[src/rtl/uart_rx_if.sv]
// Byte-delivery bundle between the UART receive front end (master) and the
// UART control block (slave): serial pin, FIFO not-full, data and status strobes.
interface uart_rx_if;
    logic       i_rxd;
    logic       i_rx_notfull;
    logic [7:0] o_rx_data;
    logic       o_irq;
    logic       o_rx_busy;
    logic       o_frame_err;
    logic       o_overrun;

    modport master (
        input  i_rxd,
        input  i_rx_notfull,
        output o_rx_data,
        output o_irq,
        output o_rx_busy,
        output o_frame_err,
        output o_overrun
    );

    modport slave (
        output i_rxd,
        output i_rx_notfull,
        input  o_rx_data,
        input  o_irq,
        input  o_rx_busy,
        input  o_frame_err,
        input  o_overrun
    );
endinterface

[src/rtl/uart_rx.sv]
// 8N1 UART receiver: oversamples the RX pin, 2-of-3 majority vote at mid-bit,
// and delivers each byte on a one-cycle strobe with frame-error/overrun status.
module uart_rx #(
    parameter int CLKS_PER_BIT = 434
) (
    input  logic         clk,
    input  logic         rst,
    uart_rx_if.master    bus
);
    localparam int CW = $clog2(CLKS_PER_BIT);
    localparam int M  = CLKS_PER_BIT / 2;
    localparam logic [CW-1:0] CNT_S0   = CW'(M - 1);
    localparam logic [CW-1:0] CNT_S1   = CW'(M);
    localparam logic [CW-1:0] CNT_DEC  = CW'(M + 1);
    localparam logic [CW-1:0] CNT_LAST = CW'(CLKS_PER_BIT - 1);

    typedef enum logic [2:0] {IDLE, START, DATA, STOP, BREAK} state_t;

    state_t        state_q, state_d;
    logic          rxd_meta, rxs;
    logic [CW-1:0] cnt_q, cnt_d;
    logic [2:0]    idx_q, idx_d;
    logic [7:0]    shreg_q, shreg_d;
    logic [7:0]    data_q, data_d;
    logic          s0_q, s0_d, s1_q, s1_d;
    logic          irq_q, irq_d;
    logic          ferr_q, ferr_d;
    logic          ovr_q, ovr_d;
    logic          busy_q;
    logic          maj;

    // Idle-high line, so the synchronizer resets to 1 to avoid a fake start bit.
    always_ff @(posedge clk or posedge rst) begin
        if (rst) begin
            rxd_meta <= 1'b1;
            rxs      <= 1'b1;
        end else begin
            rxd_meta <= bus.i_rxd;
            rxs      <= rxd_meta;
        end
    end

    always_ff @(posedge clk or posedge rst) begin
        if (rst) begin
            state_q <= IDLE;
            cnt_q   <= '0;
            idx_q   <= '0;
            shreg_q <= '0;
            data_q  <= '0;
            s0_q    <= 1'b1;
            s1_q    <= 1'b1;
            irq_q   <= 1'b0;
            ferr_q  <= 1'b0;
            ovr_q   <= 1'b0;
            busy_q  <= 1'b0;
        end else begin
            state_q <= state_d;
            cnt_q   <= cnt_d;
            idx_q   <= idx_d;
            shreg_q <= shreg_d;
            data_q  <= data_d;
            s0_q    <= s0_d;
            s1_q    <= s1_d;
            irq_q   <= irq_d;
            ferr_q  <= ferr_d;
            ovr_q   <= ovr_d;
            busy_q  <= (state_d != IDLE);
        end
    end

    // The third vote is the live rxs at the decision count.
    assign maj = (s0_q & s1_q) | (s0_q & rxs) | (s1_q & rxs);

    always_comb begin
        state_d = state_q;
        cnt_d   = cnt_q + CW'(1);
        idx_d   = idx_q;
        shreg_d = shreg_q;
        data_d  = data_q;
        s0_d    = s0_q;
        s1_d    = s1_q;
        irq_d   = 1'b0;
        ferr_d  = 1'b0;
        ovr_d   = 1'b0;

        if (cnt_q == CNT_S0) s0_d = rxs;
        if (cnt_q == CNT_S1) s1_d = rxs;

        case (state_q)
            IDLE: begin
                cnt_d = '0;
                if (!rxs) state_d = START;
            end
            START: begin
                if (cnt_q == CNT_DEC && maj) begin
                    state_d = IDLE;
                    cnt_d   = '0;
                end else if (cnt_q == CNT_LAST) begin
                    state_d = DATA;
                    cnt_d   = '0;
                    idx_d   = '0;
                end
            end
            DATA: begin
                if (cnt_q == CNT_DEC) shreg_d[idx_q] = maj;
                if (cnt_q == CNT_LAST) begin
                    cnt_d = '0;
                    if (idx_q == 3'd7) state_d = STOP;
                    else               idx_d   = idx_q + 3'd1;
                end
            end
            STOP: begin
                // Leaving at mid-stop-bit lets a back-to-back start bit be caught.
                if (cnt_q == CNT_DEC) begin
                    cnt_d = '0;
                    if (maj) begin
                        state_d = IDLE;
                        if (bus.i_rx_notfull) begin
                            data_d = shreg_q;
                            irq_d  = 1'b1;
                        end else begin
                            ovr_d  = 1'b1;
                        end
                    end else begin
                        state_d = BREAK;
                        ferr_d  = 1'b1;
                    end
                end
            end
            BREAK: begin
                cnt_d = '0;
                if (rxs) state_d = IDLE;
            end
            default: begin
                state_d = IDLE;
                cnt_d   = '0;
            end
        endcase
    end

    assign bus.o_rx_data   = data_q;
    assign bus.o_irq       = irq_q;
    assign bus.o_frame_err = ferr_q;
    assign bus.o_overrun   = ovr_q;
    assign bus.o_rx_busy   = busy_q;
endmodule

[src/flat_wrapper.sv]
// flat-port wrapper written by rule: the top's interface ports become plain ports
module uart_rx_flat 
#(
    parameter int CLKS_PER_BIT = 434
)
  (clk, rst, bus_i_rxd, bus_i_rx_notfull, bus_o_rx_data, bus_o_irq, bus_o_rx_busy, bus_o_frame_err, bus_o_overrun);
  uart_rx_if bus_i ();
  input  logic clk;
  input  logic rst;
  input wire logic [$bits(bus_i.i_rxd)-1:0] bus_i_rxd;
  input wire logic [$bits(bus_i.i_rx_notfull)-1:0] bus_i_rx_notfull;
  output wire logic [$bits(bus_i.o_rx_data)-1:0] bus_o_rx_data;
  output wire logic [$bits(bus_i.o_irq)-1:0] bus_o_irq;
  output wire logic [$bits(bus_i.o_rx_busy)-1:0] bus_o_rx_busy;
  output wire logic [$bits(bus_i.o_frame_err)-1:0] bus_o_frame_err;
  output wire logic [$bits(bus_i.o_overrun)-1:0] bus_o_overrun;
  assign bus_i.i_rxd = bus_i_rxd;
  assign bus_i.i_rx_notfull = bus_i_rx_notfull;
  assign bus_o_rx_data = bus_i.o_rx_data;
  assign bus_o_irq = bus_i.o_irq;
  assign bus_o_rx_busy = bus_i.o_rx_busy;
  assign bus_o_frame_err = bus_i.o_frame_err;
  assign bus_o_overrun = bus_i.o_overrun;
  uart_rx #(.CLKS_PER_BIT(CLKS_PER_BIT)) u_core (.clk(clk), .rst(rst), .bus(bus_i));
endmodule
[config.mk]
export PLATFORM = sky130hd
export DESIGN_NAME = uart_rx_flat
export DESIGN_NICKNAME = d
export VERILOG_FILES = /design/src/rtl/uart_rx_if.sv /design/src/rtl/uart_rx.sv /design/src/flat_wrapper.sv
export SDC_FILE = /design/constraint.sdc
export NUM_CORES = 1
export LEC_CHECK = 0
export CAP_MARGIN = 40
export CORE_ASPECT_RATIO = 0.7
export CORE_MARGIN = 3
export CORE_UTILIZATION = 49
export CTS_CLUSTER_DIAMETER = 200
export CTS_CLUSTER_SIZE = 28
export DETAILED_ROUTE_END_ITERATION = 12
export PLACE_DENSITY = 0.77
export SLEW_MARGIN = 40
export SYNTH_ARGS = -nofsm -noshare
export SYNTH_HDL_FRONTEND = slang
export SYNTH_SLANG_ARGS = --single-unit
[constraint.sdc]
create_clock -name clk -period 1.9 [get_ports clk]
set_clock_uncertainty 0.15 [all_clocks]
set_input_delay 0.38 -clock clk [delete_from_list [all_inputs] [get_ports clk]]
set_output_delay 0.38 -clock clk [all_outputs]
set_load 0.03 [all_outputs]
==> results of run 1 <==
## final timing paths
| path | from | endpoint | slack (ps) | cells past startpoint |
|---|---|---|---|---|
| max | u_core.rxs | u_core.bus.o_rx_data[7] | -10 | 5 |
| max in group asynchronous | rst | u_core.s1_q | 1060 | 3 |
| min reg2reg | u_core.rxd_meta | u_core.rxs | 210 | 0 |
| min | u_core.rxd_meta | u_core.rxs | 210 | 0 |
| max reg2reg | u_core.rxs | u_core.bus.o_rx_data[7] | -10 | 5 |
| min in group asynchronous | rst | u_core.shreg_q[0] | 280 | 3 |
## power by group
group          internal, mW  switching, mW
sequential            0.834        0.00187
clock                 0.257          0.267
combinational       0.00995         0.0174
## routing by layer
| metal | share of wire, % | up-vias | global-route usage (%) |
|---|---|---|---|
| li1 | - | 637 | - |
| met2 | 46 | 43 | 25.7 |
| met5 | 0 | - | 0 |
| met4 | 0.81 | 0 | 6.27 |
| met3 | 5.9 | 5 | 4.66 |
| met1 | 47 | 672 | 26.0 |
## through the flow
stage | utilization [%] | worst slack, ps
finish | 68.8 | -10.4
global route | 68.8 | -69.0
CTS | 64.4 | -52.6
detailed placement | 61.7 | -47.0
global placement | 61.7 | -20.3
floorplan | - | 21.2
## state kept, by name (all words and copies together) (netlist names), 3 cells and up
name	flops
u_core.cnt_q	9
u_core.bus.o_rx_data	8
u_core.shreg_q	8
u_core.idx_q	3
u_core.state_q	3
## cells in the final DEF, fill, tap and decap left out, types with 2 or more instances in the layout
master	n
buf_4	24
mux2_4	12
ha_4	2
xor2_1	3
nand2_1	8
nand3_1	6
nor3_2	3
buf_12	2
xnor2_1	5
nand4_1	3
nor3_1	4
nor4_4	2
clkbuf_8	5
mux2_1	6
and4b_2	2
nand2b_1	3
a22o_1	2
nor2_1	15
clkbuf_1	2
ha_1	4
inv_1	3
a21oi_1	2
clkdlybuf4s50_1	14
a211oi_2	2
dfrtp_1	35
dfstp_2	4
inv_2	2
## cell families (layout without fill, tap and decap cells)
group	after synthesis	in the layout	share of synthesized area, %
AO/OA/AOI/OAI	11	11	4.94
multiplexers	19	19	11.4
adder cells (fa/ha/maj)	7	7	4.54
XOR/XNOR	8	8	3.74
AND/OR/NAND/NOR	62	62	20.7
flip-flops	39	39	52.3
buffers and inverters	9	54	2.40
## worst max-delay path: stages (launching register included)
cell and delay, ps:
dfstp_2 580, maj3_2 270, nand3_1 170, nor2_4 170
buf_12 150, mux2_4 300
## area by class of cell
type / count / area [um2] / share of cell area [%]
sequential: 39 / 981 / 39.6
multi-input combinational: 107 / 962 / 38.8
timing repair buffer: 41 / 373 / 15.0
clock buffer: 7 / 76.3 / 3.08
tap: 50 / 62.6 / 2.52
inverter: 5 / 18.8 / 0.757
clock inverter: 1 / 5.00 / 0.202
## repair_timing
item	in CTS	in global routing
buffers inserted	1	6
cloned	0	0
pin swaps	3	8
resized for setup	5	25
setup endpoints to repair	13	25
==> results.toml, run 1 <==
[synthesis]
postSynthAreaPerCell_um2 = 12.1
syn-num-nets = 165
netlist_area_mm2 = 0.00188
yosys_warnings = 0
seq_area_frac_synth_pct = 52.3
ys.flop_type = "dfrtp_1"
synth.largest_area_cell = "dfrtp_1"
ys_types = 40
syn-instance-count = 155
synth_top_area_share_pct = 46.7
ys_ff_latch = 39
yosysMostFrequentCell = "dfrtp_1"
synth-edff-count = 0
netlist_top_cells_count = "dfrtp_1, mux2_1, nor2_1"
synth_area_leaders = "dfrtp_1, mux2_1, dfstp_2"
synthArstFlopShare_pct = 100

[clocking]
ctsHoldBuffers = 0
clockBufferDepth = 2
cts_buffers = 5
insertion_delay_ps = 290
cts_root_buffer = "clkbuf_8"
cts_tree = "yes"
cts_htree_levels = 2
clk_pin_slew_ps = 70
cts_sinks = 39

[pwr]
p_leak_nw = 1.13
power.total_mw = 1.39
power_density_mw_per_mm2 = 560
peakVddDrop_mv = 0.391

[placement]
placed_cell_area_mm2 = 0.00222
routabilityCongestion = 0.818
io_buffers = 15
dp_cells = 235
dpl.hpwl_um = 2550

[run]
drv_cap = 0

[routing]
drt_pass1_iterations = 4
vias = 1357
drtIter0Drc = 109
drt_wl_total_um = 3980
routed_via_density = 5.43
wl_per_cell_um = 15.9
drc = 0
postRouteAntennaNets = 0

[timing]
worst_hold_slack_ps = 208
layout_min_cycle_time_ps = 1910
hold_viol_final = 0
tightestPinTransition_ps = 373
relSlewSlack_pct = 74.9
post-route-period-util_pct = 101
final_max_slew_viol_count = 0
fin_ws_ps = -10.4
final-setup-viol-count = 6
rsz0062_at_grt = "true"
fmax_mhz = 523
setup_tns_ps = -46.4

[floorplan]
row_count = 18
start_util_pct = 52.0
core_mm2 = 0.00360
die-area_mm2 = 0.00462
fp.dieH_um = 57.8
die_w_um = 79.9
ios = 16

[global_route]
grt_util_all_layers_pct = 17.8
grt_max_degree = 40
antenna_found_initial = 0
grt_pass1_wl_um = 6330
overflow = 0
first_global_vias = 1315

[status]
violations = "setup timing"
status = "finished with violations"

[layout]
syn2layout_area_growth_pct = 32.2
fin_cells = 250
n_antenna_cell = 0
layout-drive-gt1-share_pct = 36.5
num-fill-cells = 241
layout.nets = 209
final_area_mm2 = 0.00248

[critical_path]
crit_path_end_kind = "flop"
cp-start-kind = "flop"
critPathKind = "flop to flop"
cp_data_arrival_time_ps = 1930
worstPathRequired_ps = 1920
cp_max_fo = 7

[min_path]
hold_class = "flop to flop"
No activity file was read; power rests on OpenSTA's default activity.
==> run 2: changes to the inputs <==
--- a/config.mk
+++ b/config.mk
@@ -5,6 +5,7 @@
 export SDC_FILE = /design/constraint.sdc
 export NUM_CORES = 1
 export LEC_CHECK = 0
+export ABC_CLOCK_PERIOD_IN_PS = 1900
 export CAP_MARGIN = 40
 export CORE_ASPECT_RATIO = 0.7
 export CORE_MARGIN = 3
==> results of run 2 <==
Same layout as run 1: the final DEF is identical, and so are final timing and power.
